## src/rtl/elastic_pipe_pkg.sv

```systemverilog
// Shared constants and helpers for the elastic pipeline slice.
package elastic_pipe_pkg;

  localparam int unsigned EP_MAX_DEPTH = 8;

  // Occupancy after one cycle of handshakes: +1 per accepted input, -1 per delivered output.
  function automatic int unsigned ep_cnt_next(input int unsigned cnt,
                                              input logic        in_xfer,
                                              input logic        out_xfer);
    return cnt + {31'd0, in_xfer} - {31'd0, out_xfer};
  endfunction

endpackage

```

## src/rtl/elastic_pipe_stage.sv

```systemverilog
// One elastic register stage: holds valid/data and loads whenever it is empty or its successor moves.
module elastic_stage #(
  parameter int WIDTH = 32
) (
  input  logic             clk,
  input  logic             reset,
  input  logic             flush,
  input  logic             up_valid,
  input  logic [WIDTH-1:0] up_data,
  input  logic             dn_ready,
  output logic             valid,
  output logic [WIDTH-1:0] data,
  output logic             rdy
);

  logic             valid_q;
  logic [WIDTH-1:0] data_q;
  logic             data_en;

  assign rdy     = !valid_q || dn_ready;
  // Only real payloads are captured, and a flush leaves held data alone.
  assign data_en = rdy && up_valid && !flush;

  always_ff @(posedge clk) begin
    if (reset)      valid_q <= 1'b0;
    else if (flush) valid_q <= 1'b0;
    else if (rdy)   valid_q <= up_valid;
  end

  always_ff @(posedge clk) begin
    if (reset)        data_q <= '0;
    else if (data_en) data_q <= up_data;
  end

  assign valid = valid_q;
  assign data  = data_q;

endmodule

```

## src/rtl/elastic_pipe.sv

```systemverilog
// DEPTH-stage valid/ready pipeline with bubble collapsing, synchronous flush and occupancy count.
module elastic_pipe
  import elastic_pipe_pkg::*;
#(
  parameter  int WIDTH = 32,
  parameter  int DEPTH = 2,
  localparam int CNT_W = $clog2(DEPTH + 1)
) (
  input  logic             clk,
  input  logic             reset,
  input  logic             flush,
  input  logic             in_valid,
  output logic             in_ready,
  input  logic [WIDTH-1:0] in_data,
  output logic             out_valid,
  input  logic             out_ready,
  output logic [WIDTH-1:0] out_data,
  output logic [CNT_W-1:0] count
);

  if (DEPTH < 1 || DEPTH > int'(EP_MAX_DEPTH)) begin : g_bad_depth
    $error("elastic_pipe: DEPTH out of range");
  end

  // Stage 0 faces upstream; stage DEPTH-1 drives the outputs. Ready ripples back from out_ready.
  for (genvar i = 0; i < DEPTH; i++) begin : g_stage
    logic             up_v;
    logic [WIDTH-1:0] up_d;
    logic             dn_r;
    logic             v;
    logic [WIDTH-1:0] d;
    logic             r;

    if (i == 0) begin : g_first
      assign up_v = in_valid;
      assign up_d = in_data;
    end else begin : g_mid
      assign up_v = g_stage[i-1].v;
      assign up_d = g_stage[i-1].d;
    end

    if (i == DEPTH - 1) begin : g_last
      assign dn_r = out_ready;
    end else begin : g_inner
      assign dn_r = g_stage[i+1].r;
    end

    elastic_stage #(.WIDTH(WIDTH)) u_stage (
      .clk      (clk),
      .reset    (reset),
      .flush    (flush),
      .up_valid (up_v),
      .up_data  (up_d),
      .dn_ready (dn_r),
      .valid    (v),
      .data     (d),
      .rdy      (r)
    );
  end

  assign in_ready  = g_stage[0].r && !flush;
  assign out_valid = g_stage[DEPTH-1].v;
  assign out_data  = g_stage[DEPTH-1].d;

  logic             in_xfer;
  logic             out_xfer;
  logic [CNT_W-1:0] count_q;
  logic [CNT_W-1:0] count_d;

  assign in_xfer  = in_valid && in_ready;
  assign out_xfer = out_valid && out_ready;

  // Tracked incrementally so it updates on the same edge as the valid bits.
  always_comb begin
    count_d = CNT_W'(ep_cnt_next(32'(count_q), in_xfer, out_xfer));
    if (flush) count_d = '0;
  end

  always_ff @(posedge clk) begin
    if (reset) count_q <= '0;
    else       count_q <= count_d;
  end

  assign count = count_q;

endmodule

```

## config.mk

```make
export PLATFORM = sky130hd
export DESIGN_NAME = elastic_pipe
export DESIGN_NICKNAME = d
export VERILOG_FILES = /design/src/rtl/elastic_pipe_pkg.sv /design/src/rtl/elastic_pipe_stage.sv /design/src/rtl/elastic_pipe.sv
export SDC_FILE = /design/constraint.sdc
export NUM_CORES = 1
export LEC_CHECK = 0
export ABC_AREA = 0
export CORE_MARGIN = 2
export CORE_UTILIZATION = 44
export DETAILED_ROUTE_END_ITERATION = 6
export HOLD_SLACK_MARGIN = 0.05
export PLACE_DENSITY_LB_ADDON = 0.05
export SLEW_MARGIN = 20
export SYNTH_ARGS = -nofsm -noshare
export SYNTH_HDL_FRONTEND = slang
export SYNTH_SLANG_ARGS = --single-unit
```

## constraint.sdc

```tcl
create_clock -name clk -period 2.1 [get_ports clk]
set_clock_uncertainty 0.2 [all_clocks]
set_input_delay 0.525 -clock clk [delete_from_list [all_inputs] [get_ports clk]]
set_output_delay 0.525 -clock clk [all_outputs]
set_load 0.005 [all_outputs]
```

Word-level counts from Yosys, hierarchy flattened
Index checks and enable logic that the tools add are counted.
{ "totals": {"reg_bits": 68, "in_bits": 37, "output_inout_bits": 36, "elab_cells": 20} }
{ "op_classes": {"addsub": 2, "n_reduce_logical": 13} }
{ "ops": {"columns": ["op", "count"], "rows": [
  ["$logic_and A1 B1 Y1", 7],
  ["$logic_not A1 Y1", 3],
  ["$add A2 B1 Y2", 1],
  ["$logic_or A1 B1 Y1", 2],
  ["$reduce_or A2 Y1", 1],
  ["$sub A2 B1 Y2", 1]
]} }

Depth between registers and ports, before layout
{ "logic_depth": {"ltp_word": 7, "ltp_mapped": 11, "mapped_depth_nobuf": 9} }

Hierarchy
Synthesis repeated with hierarchy kept, for this count alone.
{ "unflattened": {"cells_unflattened": 301, "hier_area_um2": 3163.0} }
{ "modules_own_cells": {"columns": ["module", "instances", "cells_per_inst", "area_each_um2", "seq_area_each_um2"], "rows": [
  ["elastic_stage", 2, 145, 1519.0, 660.6],
  ["elastic_pipe", 1, 11, 125.1, 40.0]
]} }

Least setup slack after synthesis
No wires, ideal clock.
{ "synth_path": {"path_kind": "input port to flip-flop", "startpoint": "in out_ready", "endpoint": "reg count_q[1] (netlist: count[1])", "setup_ns": 0.118, "t_arrival_ns": 1.957, "t_required_ns": 1.782, "path_slack_ns": -0.174, "stages": 11, "n_path_buf": 2, "path_cell_list": "nor2b_1 -> buf_6 -> a21oi_4 -> buf_6 -> inv_1 -> ha_1 -> inv_1 -> ha_1 -> xor2_1 -> xnor2_1 -> nor3_1"} }
{ "synth_via": {"elab_chain_cells": 6, "word_cells_on_any_way": 7, "cone_classes": "2 x add/sub; 5 x reduce/logical"} }
{ "synth_rtl": {"columns": ["item", "line", "rtl"], "rows": [
  ["from (decl)", "elastic_pipe.sv:16", "input logic out_ready,"],
  ["$logic_or A1 B1 Y1 (2 in a row)", "elastic_pipe_stage.sv:20", "assign rdy = !valid_q || dn_ready;"],
  ["$logic_and A1 B1 Y1", "elastic_pipe.sv:61", "assign in_ready = g_stage[0].r && !flush;"],
  ["$logic_and A1 B1 Y1", "elastic_pipe.sv:70", "assign in_xfer = in_valid && in_ready;"],
  ["$add A2 B1 Y2", "elastic_pipe_pkg.sv:10", "return cnt + {31'd0, in_xfer} - {31'd0, out_xfer};"],
  ["$sub A2 B1 Y2 (*)", "elastic_pipe_pkg.sv:10", null],
  ["to (signal assigned)", "elastic_pipe.sv:81", "else count_q <= count_d;"],
  ["to (decl)", "elastic_pipe.sv:67", "logic [CNT_W-1:0] count_q;"]
]} }
Every way passes the cells marked *; elsewhere a longest branch is shown, timed or not.
A chain may end at the register's enable or synchronous reset.

Worst setup path after layout
{ "layout_path": {"startpoint": "in out_ready", "endpoint": "out in_ready"} }
{ "layout_via": {"elab_chain_cells": 3} }
{ "layout_rtl": {"columns": ["item", "line", "rtl"], "rows": [
  ["$logic_or A1 B1 Y1 (2 in a row)", "elastic_pipe_stage.sv:20", null],
  ["$logic_and A1 B1 Y1", "elastic_pipe.sv:61", null],
  ["to (decl)", "elastic_pipe.sv:13", "output logic in_ready,"]
]} }
No other way between the ends.

==> flow_summary_export.csv <==
group,metric,value,unit
sta,final.setup.worst_slack,0.1009,ns
yosys,synth_compound_gate_area_share,0.1213,
cells_and_area,fillers,600,
yosys,async_flop_share,0,
die,die_y,84.58,um
clock_tree,post_cts_buffers,0,
yosys,yosysTopAreaCell,"dfxtp_1",
die,row_count,29,
sta,slew_headroom,0.6172,
cells_and_area,layout-drive-gt1-share,0.1053,
yosys,yosys_most_used_dff,"dfxtp_1",
yosys,synthAdderAreaFrac,0.008760,
critical_path,critPathLaunchType,"input port",
power_and_ir_drop,ir_drop,498.6,uV
die,dieArea,7153,um^2
sta,fmax,500.2,MHz
yosys,synth_edf_count,0,
clock_tree,clock-sinks,68,
power_and_ir_drop,p_comb_frac,0.090,
yosys,synthMuxAreaShare,0.1121,
global_routing,grt_util_all_layers,0.1889,
critical_path,crit_type,"in -> out",
yosys,synth_top_area_frac,0.4766,
placed_design,place_ws,-0.4804,ns
global_routing,grt_pass1_wl,10900,um
yosys,synth_common_cells,"dfxtp_1 (68), nand2b_1 (66), a21oi_1 (34)",
run,drv_cap,0,
drt,num_vias,2333,
drt,wl_met1,3053,um
clock_tree,clock_path_buffers,2,
yosys,synth-seq-cells,68,
critical_path,reg2reg_setup_slack,0.29,ns
yosys,syn_area,2856,um^2
yosys,yosysUniqueCellTypes,23,
power_and_ir_drop,power.leakage,1.372,nW
placed_design,gp_congestion,0.6728,
global_routing,antenna_found_initial,0,
clock_tree,htreeDepth,3,
sta,worstMarginPinSlew,0.5742,ns
sta,setup_tns,0,ns
cells_and_area,nets,414,
placed_design,io_buffers,72,
drt,first_pass_iters,4,
clock_tree,cts-root-buf,"clkbuf_8",
hold_path,min_path_type,"reg -> reg",
power_and_ir_drop,powerDensity,689.9,nW/um^2
placed_design,dp_hpwl,3930,um
yosys,postSynthAreaPerCell,9.274,um^2
run_status,run_status,"completed",
cells_and_area,area.growth.synth_to_final,36.36,%
yosys,synthesis.nets,347,
sta,finalHoldViolCount,0,
global_routing,grt_pass1_vias,2307,
die,io-pin-count,73,
drt,wl_met2,2919,um
global_routing,gr-total-overflow,0,
power_and_ir_drop,switchingPower,608.1,uW
power_and_ir_drop,netSwitchingFraction,0.2263,
yosys,syn-instance-count,308,
yosys,yosysWarnings,0,
clock_tree,cts_buffers,9,
clock_tree,clock_latency,0.34,ns
critical_path,worstPathMaxFanout,4,
power_and_ir_drop,seqPwrFrac,0.502,
drt,drt_drc_violations_left,0,
sta,maxSlewViolCount,0,
drt,drt-initial-drc-count,80,
drt,wl_met3,319,um
critical_path,cp.required,1.37,ns
critical_path,critPathCaptureType,"primary output",
die,die_x,84.58,um
cells_and_area,utilization,0.6169,
clock_tree,cts_tree,"yes",
yosys,synthSimpleGateAreaFrac,0.2194,
critical_path,cp_data_arrival_time,1.27,ns
yosys,synth-xor-area-share,0.006132,
yosys,synth_area_leaders,"dfxtp_1 (48%), nand2b_1 (14%), mux2i_1 (11%), a21oi_1 (6.0%), nand3_1 (5.6%)",
cells_and_area,insertedDiodeCount,0,
power_and_ir_drop,clockPowerShare,0.408,
sta,final.period_utilization,0.9520,
power_and_ir_drop,power.internal,2.079,mW
drt,avgRoutedWirePerCell,13.92,um
sta,fin_crit,1.999,ns
sta,setup_viol,0,
yosys,synth_top_family_by_area,"simple AND/OR/NAND/NOR gates",
drt,top_layer_used,"met4",
drt,drt-total-wl,6363,um
global_routing,grt_max_degree,101,
die,initial_utilization,0.4524,
yosys,synth.most_common_cell,"dfxtp_1",
drt,ant_nets,0,
die,coreArea,6314,um^2
drt,vias_per_cell,5.105,
power_and_ir_drop,power,2.687,mW
clock_tree,clk_pin_slew,0.07,ns
sta,rsz0062_at_grt,"false",
yosys,yosysSeqAreaShare,0.4766,
metrics by stage:
stage	hold slack [ns]	cell area [um^2]	std cells
after floorplan	0.2442	2899	308
after global placement	0.2527	3690	441
after detailed placement	0.2566	3690	441
after CTS	0.2657	3895	457
after global routing	0.2797	3895	457
final	0.2598	3895	457
layout make-up:
type	instances	area [um^2]	area share
clock buffer	12	155.1	0.03983
clock inverter	4	47.55	0.01221
inverter	2	10.01	0.002570
multi-input combinational	210	1383	0.3550
sequential	68	1363	0.3498
tap	77	96.34	0.02473
timing repair buffer	84	840.8	0.2159
routing by layer:
layer  global-route usage  vias up
li1                     -     1184
met1               0.2426     1077
met2               0.3057       63
met3              0.05801        9
met4              0.05772        0
met5                    0        -
power groups by stage:
stage	sequential, mW	combinational, mW	clock, mW
2_1_floorplan	1.37	0.135	0
3_3_place_gp	1.38	0.244	0
3_5_place_dp	1.38	0.246	0
4_1_cts	1.35	0.245	1.13
5_1_grt	1.35	0.266	1.19
6_report	1.35	0.243	1.10
what timing repair did:
item | in CTS | in global routing
setup endpoints to repair | 2 | 0
hold buffers | 0 | 0
resized for setup | 8 | 0
placed cells by master, fill, tap and decap left out, drive strengths merged, types with 2 or more instances in the layout:
cell type      count
a21oi             35
buf               13
clkbuf            12
clkdlybuf4s50     67
clkinv             2
dfxtp             68
dlygate4sd2        3
ha                 2
inv                2
mux2i             32
nand2b            67
nand3             32
nor2b              2
nor3               3
o21ai             32
cells by family after synthesis:
logic type,Yosys count
DFF,68
muxes,32
AOI/OAI and AO/OA,67
xor gates and xnor gates,2
buffers and inverters,30
and+or+nand+nor,107
adders and majority gates,2
sequential cells by signal, summed over array words and instances, names as in the netlist:
register,cells
g_stage.u_stage.valid,2
count,2
g_stage.u_stage.data,64
critical path: stages:
cell             delay, ns
clkdlybuf4s15_2       0.22
nor2b_4               0.18
a21oi_2               0.08
dlygate4sd2_1         0.27
final timing paths:
check,endpoint,cells after the start,startpoint
hold / removal,g_stage[1].u_stage.data[21],2,g_stage[0].u_stage.data[21]
setup / recovery,in_ready,4,out_ready
setup reg to reg,count[1],9,g_stage[1].u_stage.valid
hold reg to reg,g_stage[1].u_stage.data[21],2,g_stage[0].u_stage.data[21]
Note: power is estimated with default switching activity, not from simulation.
